### src/rtl/sap_pkg.sv
// Shared types for the SAP execute unit: ALU opcodes, multiplier states and the flag set.
package sap_pkg;

    typedef enum logic [2:0] {
        OP_ADD = 3'd0,
        OP_SUB = 3'd1,
        OP_AND = 3'd2,
        OP_OR  = 3'd3,
        OP_XOR = 3'd4,
        OP_SHL = 3'd5,
        OP_SHR = 3'd6,
        OP_MUL = 3'd7
    } alu_op_e;

    typedef enum logic [1:0] {
        IDLE = 2'd0,
        RUN  = 2'd1,
        DONE = 2'd2
    } exec_state_e;

    typedef struct packed {
        logic c;
        logic v;
        logic n;
        logic z;
    } sap_flags_t;

    localparam int unsigned FLAG_C = 3;
    localparam int unsigned FLAG_V = 2;
    localparam int unsigned FLAG_N = 1;
    localparam int unsigned FLAG_Z = 0;

endpackage

### src/rtl/sap_exec_unit_mul.sv
// Iterative shift-add multiplier: one step per clock, WIDTH steps, then a one-cycle DONE.
module sap_mul_seq
    import sap_pkg::*;
#(
    parameter int unsigned WIDTH = 8
) (
    input  logic                 clk,
    input  logic                 clr_n,
    input  logic                 start,
    input  logic [WIDTH-1:0]     mplier,
    input  logic [WIDTH-1:0]     mcand,
    output logic                 busy,
    output logic                 done,
    output logic                 wr,
    output logic [2*WIDTH-1:0]   product
);

    localparam int unsigned CW = $clog2(WIDTH + 1);

    exec_state_e           state, state_nx;
    logic [CW-1:0]         count;
    logic [2*WIDTH-1:0]    pp, pp_step;
    logic [WIDTH-1:0]      mc, addend;
    logic [WIDTH:0]        sum;

    // pp holds {partial high word, remaining multiplier bits}; each step adds and shifts right.
    always_comb begin
        addend  = pp[0] ? mc : '0;
        sum     = {1'b0, pp[2*WIDTH-1:WIDTH]} + {1'b0, addend};
        pp_step = {sum, pp[WIDTH-1:1]};
    end

    always_comb begin
        state_nx = state;
        case (state)
            IDLE:    if (start) state_nx = RUN;
            RUN:     if (count == CW'(1)) state_nx = DONE;
            DONE:    state_nx = IDLE;
            default: state_nx = IDLE;
        endcase
    end

    always_ff @(posedge clk or negedge clr_n) begin
        if (!clr_n) begin
            state <= IDLE;
            count <= '0;
            pp    <= '0;
            mc    <= '0;
        end else begin
            state <= state_nx;
            case (state)
                IDLE: if (start) begin
                    pp    <= {{WIDTH{1'b0}}, mplier};
                    mc    <= mcand;
                    count <= CW'(WIDTH);
                end
                RUN: begin
                    pp    <= pp_step;
                    count <= count - 1'b1;
                end
                default: ;
            endcase
        end
    end

    assign busy    = (state != IDLE);
    assign done    = (state == DONE);
    assign wr      = (state == RUN) && (count == CW'(1));
    assign product = pp_step;

endmodule

### src/rtl/sap_exec_unit.sv
// SAP execute unit: accumulator, B register, 8-op ALU, registered flags and optional multiplier,
// driving the shared W-bus through an explicit output enable.
module sap_exec_unit
    import sap_pkg::*;
#(
    parameter int unsigned WIDTH  = 8,
    parameter bit          MUL_EN = 1'b1
) (
    input  logic             clk,
    input  logic             clr_n,
    input  logic [WIDTH-1:0] bus_in,
    output logic [WIDTH-1:0] bus_out,
    output logic             bus_oe,
    input  logic             la_n,
    input  logic             lb_n,
    input  logic             ea,
    input  logic             eu,
    input  logic [2:0]       op,
    input  logic             start,
    output logic             busy,
    output logic             done,
    output logic [WIDTH-1:0] acc_out,
    output logic [WIDTH-1:0] acc_hi,
    output logic [WIDTH-1:0] b_out,
    output logic [3:0]       flags,
    output logic             bus_conflict
);

    alu_op_e              opc;
    logic [WIDTH-1:0]     acc_q, acc_hi_q, b_q;
    sap_flags_t           flags_q, alu_fl;
    logic [WIDTH-1:0]     alu_res, b_eff;
    logic [WIDTH:0]       sum;
    logic                 cin;
    logic                 mul_start, mul_busy, mul_done, mul_wr;
    logic [2*WIDTH-1:0]   mul_prod;

    assign opc       = alu_op_e'(op);
    assign mul_start = start && (opc == OP_MUL);

    // SUB reuses the adder as A + ~B + 1, so C=1 means no borrow.
    always_comb begin
        cin      = (opc == OP_SUB);
        b_eff    = cin ? ~b_q : b_q;
        sum      = {1'b0, acc_q} + {1'b0, b_eff} + {{WIDTH{1'b0}}, cin};
        alu_res  = '0;
        alu_fl.c = 1'b0;
        alu_fl.v = 1'b0;
        case (opc)
            OP_ADD, OP_SUB: begin
                alu_res  = sum[WIDTH-1:0];
                alu_fl.c = sum[WIDTH];
                alu_fl.v = (acc_q[WIDTH-1] == b_eff[WIDTH-1]) && (sum[WIDTH-1] != acc_q[WIDTH-1]);
            end
            OP_AND: alu_res = acc_q & b_q;
            OP_OR:  alu_res = acc_q | b_q;
            OP_XOR: alu_res = acc_q ^ b_q;
            OP_SHL: begin
                alu_res  = {acc_q[WIDTH-2:0], 1'b0};
                alu_fl.c = acc_q[WIDTH-1];
            end
            OP_SHR: begin
                alu_res  = {1'b0, acc_q[WIDTH-1:1]};
                alu_fl.c = acc_q[0];
            end
            default: alu_res = '0;
        endcase
        alu_fl.n = alu_res[WIDTH-1];
        alu_fl.z = (alu_res == '0);
    end

    generate
        if (MUL_EN) begin : g_mul
            sap_mul_seq #(.WIDTH(WIDTH)) u_mul (
                .clk     (clk),
                .clr_n   (clr_n),
                .start   (mul_start),
                .mplier  (acc_q),
                .mcand   (b_q),
                .busy    (mul_busy),
                .done    (mul_done),
                .wr      (mul_wr),
                .product (mul_prod)
            );
        end else begin : g_no_mul
            assign mul_busy = 1'b0;
            assign mul_done = 1'b0;
            assign mul_wr   = 1'b0;
            assign mul_prod = '0;
        end
    endgenerate

    always_ff @(posedge clk or negedge clr_n) begin
        if (!clr_n) begin
            acc_q    <= '0;
            acc_hi_q <= '0;
            b_q      <= '0;
            flags_q  <= '0;
        end else if (mul_wr) begin
            acc_q    <= mul_prod[WIDTH-1:0];
            acc_hi_q <= mul_prod[2*WIDTH-1:WIDTH];
            flags_q  <= '{c: (mul_prod[2*WIDTH-1:WIDTH] != '0), v: 1'b0, n: 1'b0,
                          z: (mul_prod == '0)};
        end else if (!mul_busy) begin
            if (!la_n) acc_q <= bus_in;
            if (!lb_n) b_q   <= bus_in;
            if (eu && !ea && (opc != OP_MUL)) flags_q <= alu_fl;
        end
    end

    always_comb begin
        bus_oe  = clr_n && !mul_busy && (ea || eu);
        bus_out = '0;
        if (bus_oe) bus_out = ea ? acc_q : alu_res;
    end

    assign bus_conflict = ea & eu;
    assign busy         = mul_busy;
    assign done         = mul_done;
    assign acc_out      = acc_q;
    assign acc_hi       = acc_hi_q;
    assign b_out        = b_q;
    assign flags        = flags_q;

endmodule

### config.mk
export PLATFORM = sky130hd
export DESIGN_NAME = sap_exec_unit
export DESIGN_NICKNAME = d
export VERILOG_FILES = /design/src/rtl/sap_pkg.sv /design/src/rtl/sap_exec_unit_mul.sv /design/src/rtl/sap_exec_unit.sv
export SDC_FILE = /design/constraint.sdc
export NUM_CORES = 1
export LEC_CHECK = 0
export CAP_MARGIN = 20
export CORE_ASPECT_RATIO = 0.75
export CORE_MARGIN = 2
export CORE_UTILIZATION = 60
export CTS_CLUSTER_SIZE = 16
export DETAILED_ROUTE_END_ITERATION = 6
export GPL_ROUTABILITY_DRIVEN = 0
export PLACE_DENSITY = 0.87
export SYNTH_ARGS = -nofsm -noshare
export SYNTH_HDL_FRONTEND = slang
export SYNTH_SLANG_ARGS = --single-unit
### constraint.sdc
create_clock -name clk -period 12.1 [get_ports clk]
set_input_delay 2.42 -clock clk [delete_from_list [all_inputs] [get_ports clk]]
set_output_delay 2.42 -clock clk [all_outputs]
set_load 0.005 [all_outputs]
==> run_results.csv <==
group,metric,value,unit
final_layout,layout-drive-gt1-share,5.905,%
final_layout,nets,573,
cts,h-tree-depth,3,
final_layout,diodes,0,
final_layout,fillers,490,
cts,cts.clk_slew.worst_paths,70,ps
cts,insertion_delay,330,ps
drt,drtIter0Drc,254,
setup_path,timing_worst_setup_path_type,"in -> out",
yosys,synth_warnings,0,
sta,slew_violations,0,
setup_path,crit_arrival,6860,ps
die,start_util,63.00,%
setup_path,cp-startpoint,"op[0]",
grt,gr-usage-all-layers,29.80,%
sta,setup_tns,0,ps
placement,io_buffers,57,
yosys,yosys-top-cells-area,"dfrtp_1, ha_1, o21ai_0",
drt,vias_per_cell,6.219,
pwr,vdd_ir_drop_max,0.1258,mV
grt,grt_pass1_wl,17220,microns
hold_path,hold_path_depth,2,
yosys,synthDistinctLibCells,61,
job,maxCapViolCount,0,
yosys,synth.largest_area_cell,"dfrtp_1",
setup_path,rr_endpoint,"flags[3]",
sta,period_share,76.70,%
yosys,ys_seq_area_share,36.10,%
sta,setup_viol,0,
die,fp.dieH,74.89,microns
setup_path,rrSetupSlack,9160,ps
final_layout,final_util,75.22,%
drt,postRouteAntennaNets,0,
die,rows,25,
drt,vias,3769,
pwr,powerDensity,235.6,nW/um^2
sta,holdWs,477.2,ps
cts,cts_tree,"done",
final_layout,final_cells,606,
grt,grt_max_degree,60,
grt,overflow,0,
sta,tightest_slew,974.6,ps
grt,antenna_found_initial,0,
sta,maxSlewHeadroom,34.79,%
yosys,synth_seq_cells,58,
drt,dr.pass1.iters,5,
drt,drc,0,
sta,final-hold-violation-count,0,
cts,postCtsHoldBufs,0,
yosys,syn_area,4020,sq um
yosys,synthArstFlopShare,100.0,%
cts,cts_buffer_depth,2,
sta,fmax,107.8,MHz
yosys,avgSynthCellArea,8.553,sq um
pwr,leakage,2.111,nW
cts,clkSinkCount,58,
setup_path,end_kind,"primary output",
die,die_w,98.52,microns
grt,grt_pass1_vias,3453,
sta,skew,6.668,ps
setup_path,crit_fanout,22,
yosys,synth.top_cell.area_share,36.10,%
hold_path,min_to,"acc_hi[6]",
yosys,syn_nets,523,
setup_path,required,9680,ps
placement,dpl.cell_count,590,
sta,rsz0062_at_grt,"false",
die,placeableCoreArea,6381,sq um
placement,dpl.hpwl,7964,microns
final_layout,area_growth,19.39,%
setup_path,timing.rr.start,"g_mul.u_mul.pp[0]",
sta,min_period,9280,ps
cts,root_buffer,"clkbuf_8",
setup_path,worstSetupStartpointType,"input port",
yosys,synth_edf_count,0,
placement,place_area,4628,sq um
final_layout,seq_area,1451,sq um
final_layout,multi_input_area,2367,sq um
yosys,synthFlopType,"dfrtp_1",
hold_path,hold_class,"reg -> reg",
setup_path,r2r_cells,11,
yosys,synthCells,470,
cts,cts_setup_buffers,0,
outcome,status,"complete, no violations",
drt,post_drt_wl_per_cell,17.66,microns
drt,wl,10700,microns
hold_path,hp-start,"acc_hi[6]",
die,dieArea,7378,sq um
final_layout,fin_area,4800,sq um
cts,cts_resized,0,
cts,cts_made_buffers,9,
die,boundaryPins,58,
## area by class of cell
type | instances | share of cell area [%]
multi-input cells | 360 | 49.32
inverters | 30 | 2.346
well taps | 81 | 2.112
repair buffers | 61 | 12.41
clock inverters | 5 | 0.6257
clock buffers | 11 | 2.946
flip-flops and latches | 58 | 30.24
## routing by layer
metal / vias to the layer above / wire (microns) / track usage (%)
li1: 1754 / - / -
met1: 1793 / 4805 / 41.26
met2: 198 / 4746 / 47.01
met3: 24 / 950 / 7.521
met4: 0 / 198 / 9.285
met5: - / 0 / 0
## cell usage in the layout (no fill, tap or decap), drive strengths merged, types with 3 or more instances in the layout
cell type and n:
clkdlybuf4s50 56, xnor2 17, o211ai 5, nor4 3
inv 30, clkbuf 11, nor3 4, nand3 20
nand2 63, ha 33, xor2 3, and3 3
nand2b 4, clkinv 3, a221oi 3, and2 11
o22ai 3, mux2i 14, o21a 3, a21oi 22
nor2b 7, mux2 4, buf 5, and4 3
o21ai 63, dfrtp 58, nor2 31, a211oi 6
## worst max path at each step
stage	end	slack, ps	cells after the start
3_3_place_gp	bus_out[6]	3140	14
2_1_floorplan	bus_out[6]	4760	13
6_report	bus_out[6]	2820	14
4_1_cts	bus_out[6]	2930	14
3_5_place_dp	bus_out[6]	2930	14
5_1_grt	bus_out[6]	2630	14
## synth_stat cells, drive strengths merged, types with 4 or more instances
cell type and count:
nor2b 7, o21ai 63, a211oi 6, mux2i 14, nand3 20, and2 11
clkbuf 13, mux2 4, nor3 4, a21oi 22, nand2 63, o211ai 5
ha 33, nand2b 4, xnor2 17, buf 9, nor2 31, dfrtp 58
inv 30
## registers in the layout (all words and copies together), names as in the netlist
| register | flops |
|---|---|
| g_mul.u_mul.count | 4 |
| flags | 4 |
| g_mul.u_mul.mc | 8 |
| acc_hi | 8 |
| g_mul.u_mul.pp | 16 |
| g_mul.u_mul.state | 2 |
| acc_out | 8 |
| b_out | 8 |
## through the flow
stage / total power [mW] / setup WS, ps
CTS: 1.121 / 2926
finish: 1.131 / 2820
global route: 1.217 / 2627
detailed placement: 0.9593 / 2926
global placement: 0.9333 / 3139
floorplan: 0.7269 / 4755
## where the power goes
part | leakage, nW | internal, mW | switching, mW
clock network | 0.0851 | 0.0787 | 0.0781
registers | 0.747 | 0.265 | 0.0888
logic | 1.28 | 0.290 | 0.330
total | 2.11 | 0.634 | 0.497
## worst max-delay path, stage by stage
cell	delay (ps)
clkdlybuf4s50_1	1060
nand2b_1	340
nor2_2	470
xnor2_1	210
inv_1	90
fa_1	440
nor2b_1	200
nor2_1	90
o21ai_1	230
nor4_1	80
a311o_1	330
mux2_1	280
nor2_1	90
clkdlybuf4s50_1	520
## cell families after synthesis
family	after synthesis	synth area share, %
compound gates	127	19.51
buf+inv	52	5.011
mux	18	4.606
fa+ha+maj	35	11.27
xor+xnor	20	4.357
flops	58	36.10
simple gates	160	19.14
(Power assumes the default switching activity.)
